$ cat src/rtl/addsub_pipe_n.sv
// addsub_pipe_n: pipelined add/subtract split into STAGES carry-chained segments with
// valid/ready flow control. Define ADDSUB_SAT_EN to clamp SUM on signed overflow.
module addsub_pipe_n #(
    parameter int WIDTH  = 16,
    parameter int STAGES = 4
) (
    input  logic             clk,
    input  logic             rst_n,
    input  logic             in_valid,
    output logic             in_ready,
    input  logic [WIDTH-1:0] A,
    input  logic [WIDTH-1:0] B,
    input  logic             Add_ctrl,
    output logic             out_valid,
    input  logic             out_ready,
    output logic [WIDTH-1:0] SUM,
    output logic             C_out,
    output logic             O
);
    localparam int SEG = WIDTH / STAGES;

    logic                         adv;
    logic [STAGES-1:0]            vld_q, vld_d;
    logic [STAGES-1:0]            c_q, c_d;
    logic [STAGES-1:0][WIDTH-1:0] a_q, a_d, b_q, b_d, s_q, s_d;
    logic                         o_q, o_d;
    logic                         unused_ok;

    // The whole pipe moves as one; a full output register that is not taken freezes it.
    assign adv      = !vld_q[STAGES-1] || out_ready;
    assign in_ready = adv;

    for (genvar k = 0; k < STAGES; k++) begin : g_stg
        logic [WIDTH-1:0] s_in, s_w;
        logic [SEG-1:0]   seg_s;
        logic             c_in;

        if (k == 0) begin : g_head
            // Subtract is A + ~B + 1: B is inverted once here and the carry-in seeds segment 0.
            assign vld_d[k] = in_valid;
            assign a_d[k]   = A;
            assign b_d[k]   = Add_ctrl ? B : ~B;
            assign c_in     = ~Add_ctrl;
            assign s_in     = '0;
        end else begin : g_body
            assign vld_d[k] = vld_q[k-1];
            assign a_d[k]   = a_q[k-1];
            assign b_d[k]   = b_q[k-1];
            assign c_in     = c_q[k-1];
            assign s_in     = s_q[k-1];
        end

        assign {c_d[k], seg_s} = {1'b0, a_d[k][k*SEG +: SEG]}
                               + {1'b0, b_d[k][k*SEG +: SEG]}
                               + {{SEG{1'b0}}, c_in};

        always_comb begin
            s_w               = s_in;
            s_w[k*SEG +: SEG] = seg_s;
        end

        if (k == STAGES-1) begin : g_tail
            logic c_msb;
            // Carry into the MSB is recovered from the MSB sum bit and its two operand bits.
            assign c_msb = s_w[WIDTH-1] ^ a_d[k][WIDTH-1] ^ b_d[k][WIDTH-1];
            assign o_d   = c_msb ^ c_d[k];
`ifdef ADDSUB_SAT_EN
            // Overflow needs like-signed operands, so A's sign selects the rail.
            assign s_d[k] = o_d ? {a_d[k][WIDTH-1], {(WIDTH-1){~a_d[k][WIDTH-1]}}} : s_w;
`else
            assign s_d[k] = s_w;
`endif
        end else begin : g_mid
            assign s_d[k] = s_w;
        end
    end

    always_ff @(posedge clk or negedge rst_n) begin
        if (!rst_n) begin
            vld_q <= '0;
            c_q   <= '0;
            a_q   <= '0;
            b_q   <= '0;
            s_q   <= '0;
            o_q   <= 1'b0;
        end else if (adv) begin
            vld_q <= vld_d;
            c_q   <= c_d;
            a_q   <= a_d;
            b_q   <= b_d;
            s_q   <= s_d;
            o_q   <= o_d;
        end
    end

    assign out_valid = vld_q[STAGES-1];
    assign SUM       = s_q[STAGES-1];
    assign C_out     = c_q[STAGES-1];
    assign O         = o_q;

    // Operands are fully consumed by the last segment; nothing downstream reads them.
    assign unused_ok = ^{a_q[STAGES-1], b_q[STAGES-1]};
endmodule

$ cat config.mk
export PLATFORM = sky130hd
export DESIGN_NAME = addsub_pipe_n
export DESIGN_NICKNAME = d
export VERILOG_FILES = /design/src/rtl/addsub_pipe_n.sv
export SDC_FILE = /design/constraint.sdc
export NUM_CORES = 1
export LEC_CHECK = 0
export BUFFER_PORTS_ARGS = -buffer_cell sky130_fd_sc_hd__buf_4
export CAP_MARGIN = 20
export CORE_MARGIN = 1.5
export CORE_UTILIZATION = 50
export CTS_CLUSTER_SIZE = 25
export DETAILED_ROUTE_END_ITERATION = 8
export MAX_ROUTING_LAYER = met4
export PLACE_DENSITY = 0.83
export SLEW_MARGIN = 20
export SYNTH_ARGS = -nofsm -noshare
export SYNTH_HDL_FRONTEND = slang
export SYNTH_SLANG_ARGS = --single-unit
export TNS_END_PERCENT = 1
$ cat constraint.sdc
create_clock -name clk -period 2.3 [get_ports clk]
set_clock_uncertainty 0.1 [all_clocks]
set_input_delay 0.46 -clock clk [delete_from_list [all_inputs] [get_ports clk]]
set_output_delay 0.46 -clock clk [all_outputs]
set_load 0.01 [all_outputs]
==> flow_metrics.tcl <==
set metrics [dict create \
    final_util_pct 60.71 \
    clk_pin_slew_ns 0.09 \
    max_slew.worst_pin.slew_ns 0.4239 \
    syn_inst 458 \
    pwr-share-clk_pct 16.8 \
    drt_pre_antenna_iters 4 \
    dp_hpwl_microns 5442 \
    crit_slowest_cell "fa_1" \
    clk_latency_ns 0.34 \
    grt_max_degree 85 \
    rows 33 \
    p_leak_nw 2.605 \
    grt_antenna_before_repair 0 \
    portBuffers 56 \
    fin_nets 566 \
    synthesis.nets 514 \
    power_frac_seq_pct 44.1 \
    clock.fmax_mhz 458.0 \
    status "finished clean" \
    r2r_slack_ns 0.12 \
    hold-worst-slack_ns 0.2036 \
    crit_path_frequent_cell "fa_1" \
    ir_drop_uv 784.3 \
    swShare_pct 36.89 \
    critPathKind "register to register" \
    hold_viol_final 0 \
    synth.cell_area_sq_mm 0.004275 \
    maxCapViolCount 0 \
    die_area_sq_mm 0.009115 \
    grt.overflow.total 0 \
    grt_pass1_vias 3007 \
    crit_chain "fa_1, fa_1, nand3_1, a21oi_1, o211a_1, o31ai_2" \
    cts_tree "yes" \
    hp-start "in_valid" \
    cp-end-kind "register" \
    initial_core_util_pct 51.77 \
    rsz0062_at_grt "false" \
    drtIter0Drc 234 \
    comb_power_share_pct 39.1 \
    ant_nets 0 \
    hold_end "vld_q[0]" \
    p_sw_mw 2.444 \
    whs_path_depth 3 \
    routedWlPerCell_microns 12.94 \
    r2r-end "O" \
    die_height_microns 95.47 \
    n_antenna_cell 0 \
    slowest_delay_ns 0.48 \
    post-route-period-util_pct 94.92 \
    clk_path_buf_depth 2 \
    crit_arrival_ns 2.35 \
    ys_warn_count 0 \
    power_density_mw_per_mm2 1321 \
    finalMaxSlewViolations 0 \
    finalSetupViolCount 0 \
    root_buffer "clkbuf_8" \
    ios 57 \
    drc 0 \
    core_sq_mm 0.008258 \
    reg2reg_depth 6 \
    synth.distinct_cells 26 \
    numCtsBuffers 9 \
    critPathMaxFanout 3 \
    dp_slack_ns 0.1438 \
    max_slew_margin_pct 71.74 \
    viasPerCell 4.968 \
    synth-seq-cells 97 \
    setup_tns_ns 0 \
    cts_sinks 97 \
    routed_wl_microns 8008 \
    cts_resized 0 \
    layout_setup_ws_ns 0.1168 \
    grt_pass1_wl_microns 13720 \
    die_w_microns 95.47 \
    timing.final.crit_period_ns 2.183 \
    syn_area_per_cell_sq_um 9.335 \
    cts_htree_levels 3 \
    grt_usage_pct 20.31 \
    vias 3075 \
    crit_required_ns 2.47 \
    crit_buf_inv 0 \
    internal-power_mw 4.181 \
    area_growth_pct 17.27 \
    ys_seq_area_share_pct 56.77 \
    cp_top_family "adder cells" \
    drive_gt1_share_pct 16.34 \
    place_congestion 0.7996 \
    reg2reg_from "c_q[2]" \
    cts_setup_buffers 0 \
    startpoint_type "register" \
    hp-class "input port to register" \
]
## sequential cells by signal (all words and copies together) (netlist names)
name        cells
SUM            16
g_stg.s_in     24
a_d            24
c_q             4
vld_q           4
O               1
b_d            24
## worst max-delay path by stage
stage,startpoint,to,slack (ns),cells past startpoint
finish,c_q[2],O,0.12,6
global route,c_q[2],O,0.005,6
CTS,c_q[2],O,0.13,6
detailed placement,c_q[2],O,0.14,6
global placement,c_q[2],O,0.24,6
floorplan,c_q[2],O,0.29,6
## layer usage
| layer | global-route usage, % | wire length [microns] |
|---|---|---|
| met1 | 26.16 | 3644 |
| met2 | 32.15 | 3913 |
| met3 | 3.987 | 286 |
| met4 | 7.353 | 163 |
| met5 | - | 0 |
## placed cells by master, fill, tap and decap left out
master,synthesis,routed
nand2_1,208,208
dfrtp_1,97,97
buf_4,0,61
a21oi_1,25,25
nor2_1,24,24
xor2_1,16,16
ha_1,12,12
clkbuf_8,0,11
o21ai_0,10,10
xnor2_1,8,8
fa_1,7,7
inv_1,7,6
nor2b_1,5,4
a21o_1,3,3
clkinv_2,0,2
nand3_1,2,2
o31ai_2,2,2
clkinv_4,0,2
buf_12,0,2
nor2b_4,0,1
nand2b_1,1,1
a31oi_1,1,1
a211oi_1,1,1
o21bai_1,1,1
or3b_4,1,1
and3_1,1,1
a211oi_2,1,1
o211a_1,1,1
o21ai_1,1,1
bufinv_16,0,1
dlygate4sd3_1,0,1
## synth_stat cells
cell	count	area [sq um]
a211oi_2	1	12.51
o211a_1	1	10.01
a211oi_1	1	7.510
buf_6	1	11.26
or3b_4	1	11.26
clkbuf_1	6	22.52
o21ai_0	10	50.05
xor2_1	16	140.1
fa_1	7	140.1
a21oi_1	25	125.1
and3_1	1	6.260
nor2_1	24	90.09
ha_1	12	150.1
o21ai_1	1	5.000
nand2_1	208	780.8
o21bai_1	1	7.510
o31ai_2	2	25.02
xnor2_1	8	70.07
nor2b_1	5	31.28
dfrtp_1	97	2427
nand2b_1	1	6.260
a21o_1	3	22.52
inv_1	7	26.28
nand3_1	2	10.01
buf_2	16	80.08
a31oi_1	1	6.260
## cells by family (layout without fill, tap and decap cells)
logic type,count (synthesis),count (layout),share of synthesized area (%)
adder cells (fa/ha/maj),19,19,6.789
XOR/XNOR,24,24,4.917
flip-flops,97,97,56.77
buffers and inverters,30,86,3.278
AND/OR/NAND/NOR,242,242,21.89
AO/OA/AOI/OAI,46,46,6.351
## worst min-delay path, delay by kind of cell
| kind | cells | cell delay [ns] |
|---|---|---|
| buffers and inverters | 1 | 0.08 |
| and+or+nand+nor | 2 | 0.09 |
## layout make-up
class	count	area [sq um]
Inverter	7	27.53
Clock inverter	4	52.55
Fill cell	695	3244
Tap cell	105	131.4
Sequential cell	97	2427
Clock buffer	11	151.4
Timing Repair Buffer	64	508.0
Multi-Input combinational cell	331	1715
## power by group through the flow
stage / sequential [mW] / clock (mW) / combinational [mW]
after global routing: 3.01 / 1.20 / 3.00
after floorplan: 2.92 / 0 / 1.75
after CTS: 2.93 / 1.14 / 2.61
after global placement: 2.91 / 0 / 2.42
final: 2.92 / 1.11 / 2.59
after detailed placement: 2.96 / 0 / 2.58
## metrics by stage
step	power [mW]	cells	cell area [sq um]
CTS	6.681	619	5014
detailed placement	5.535	603	4800
floorplan	4.672	458	4275
finish	6.625	619	5014
global route	7.217	619	5014
global placement	5.328	603	4800
## what timing repair did
item                                    4_1_cts  5_1_grt
hold endpoints to repair                     16        0
endpoints found under the setup margin        0        0
hold buffers                                  1        0
(Power assumes the default switching activity.)
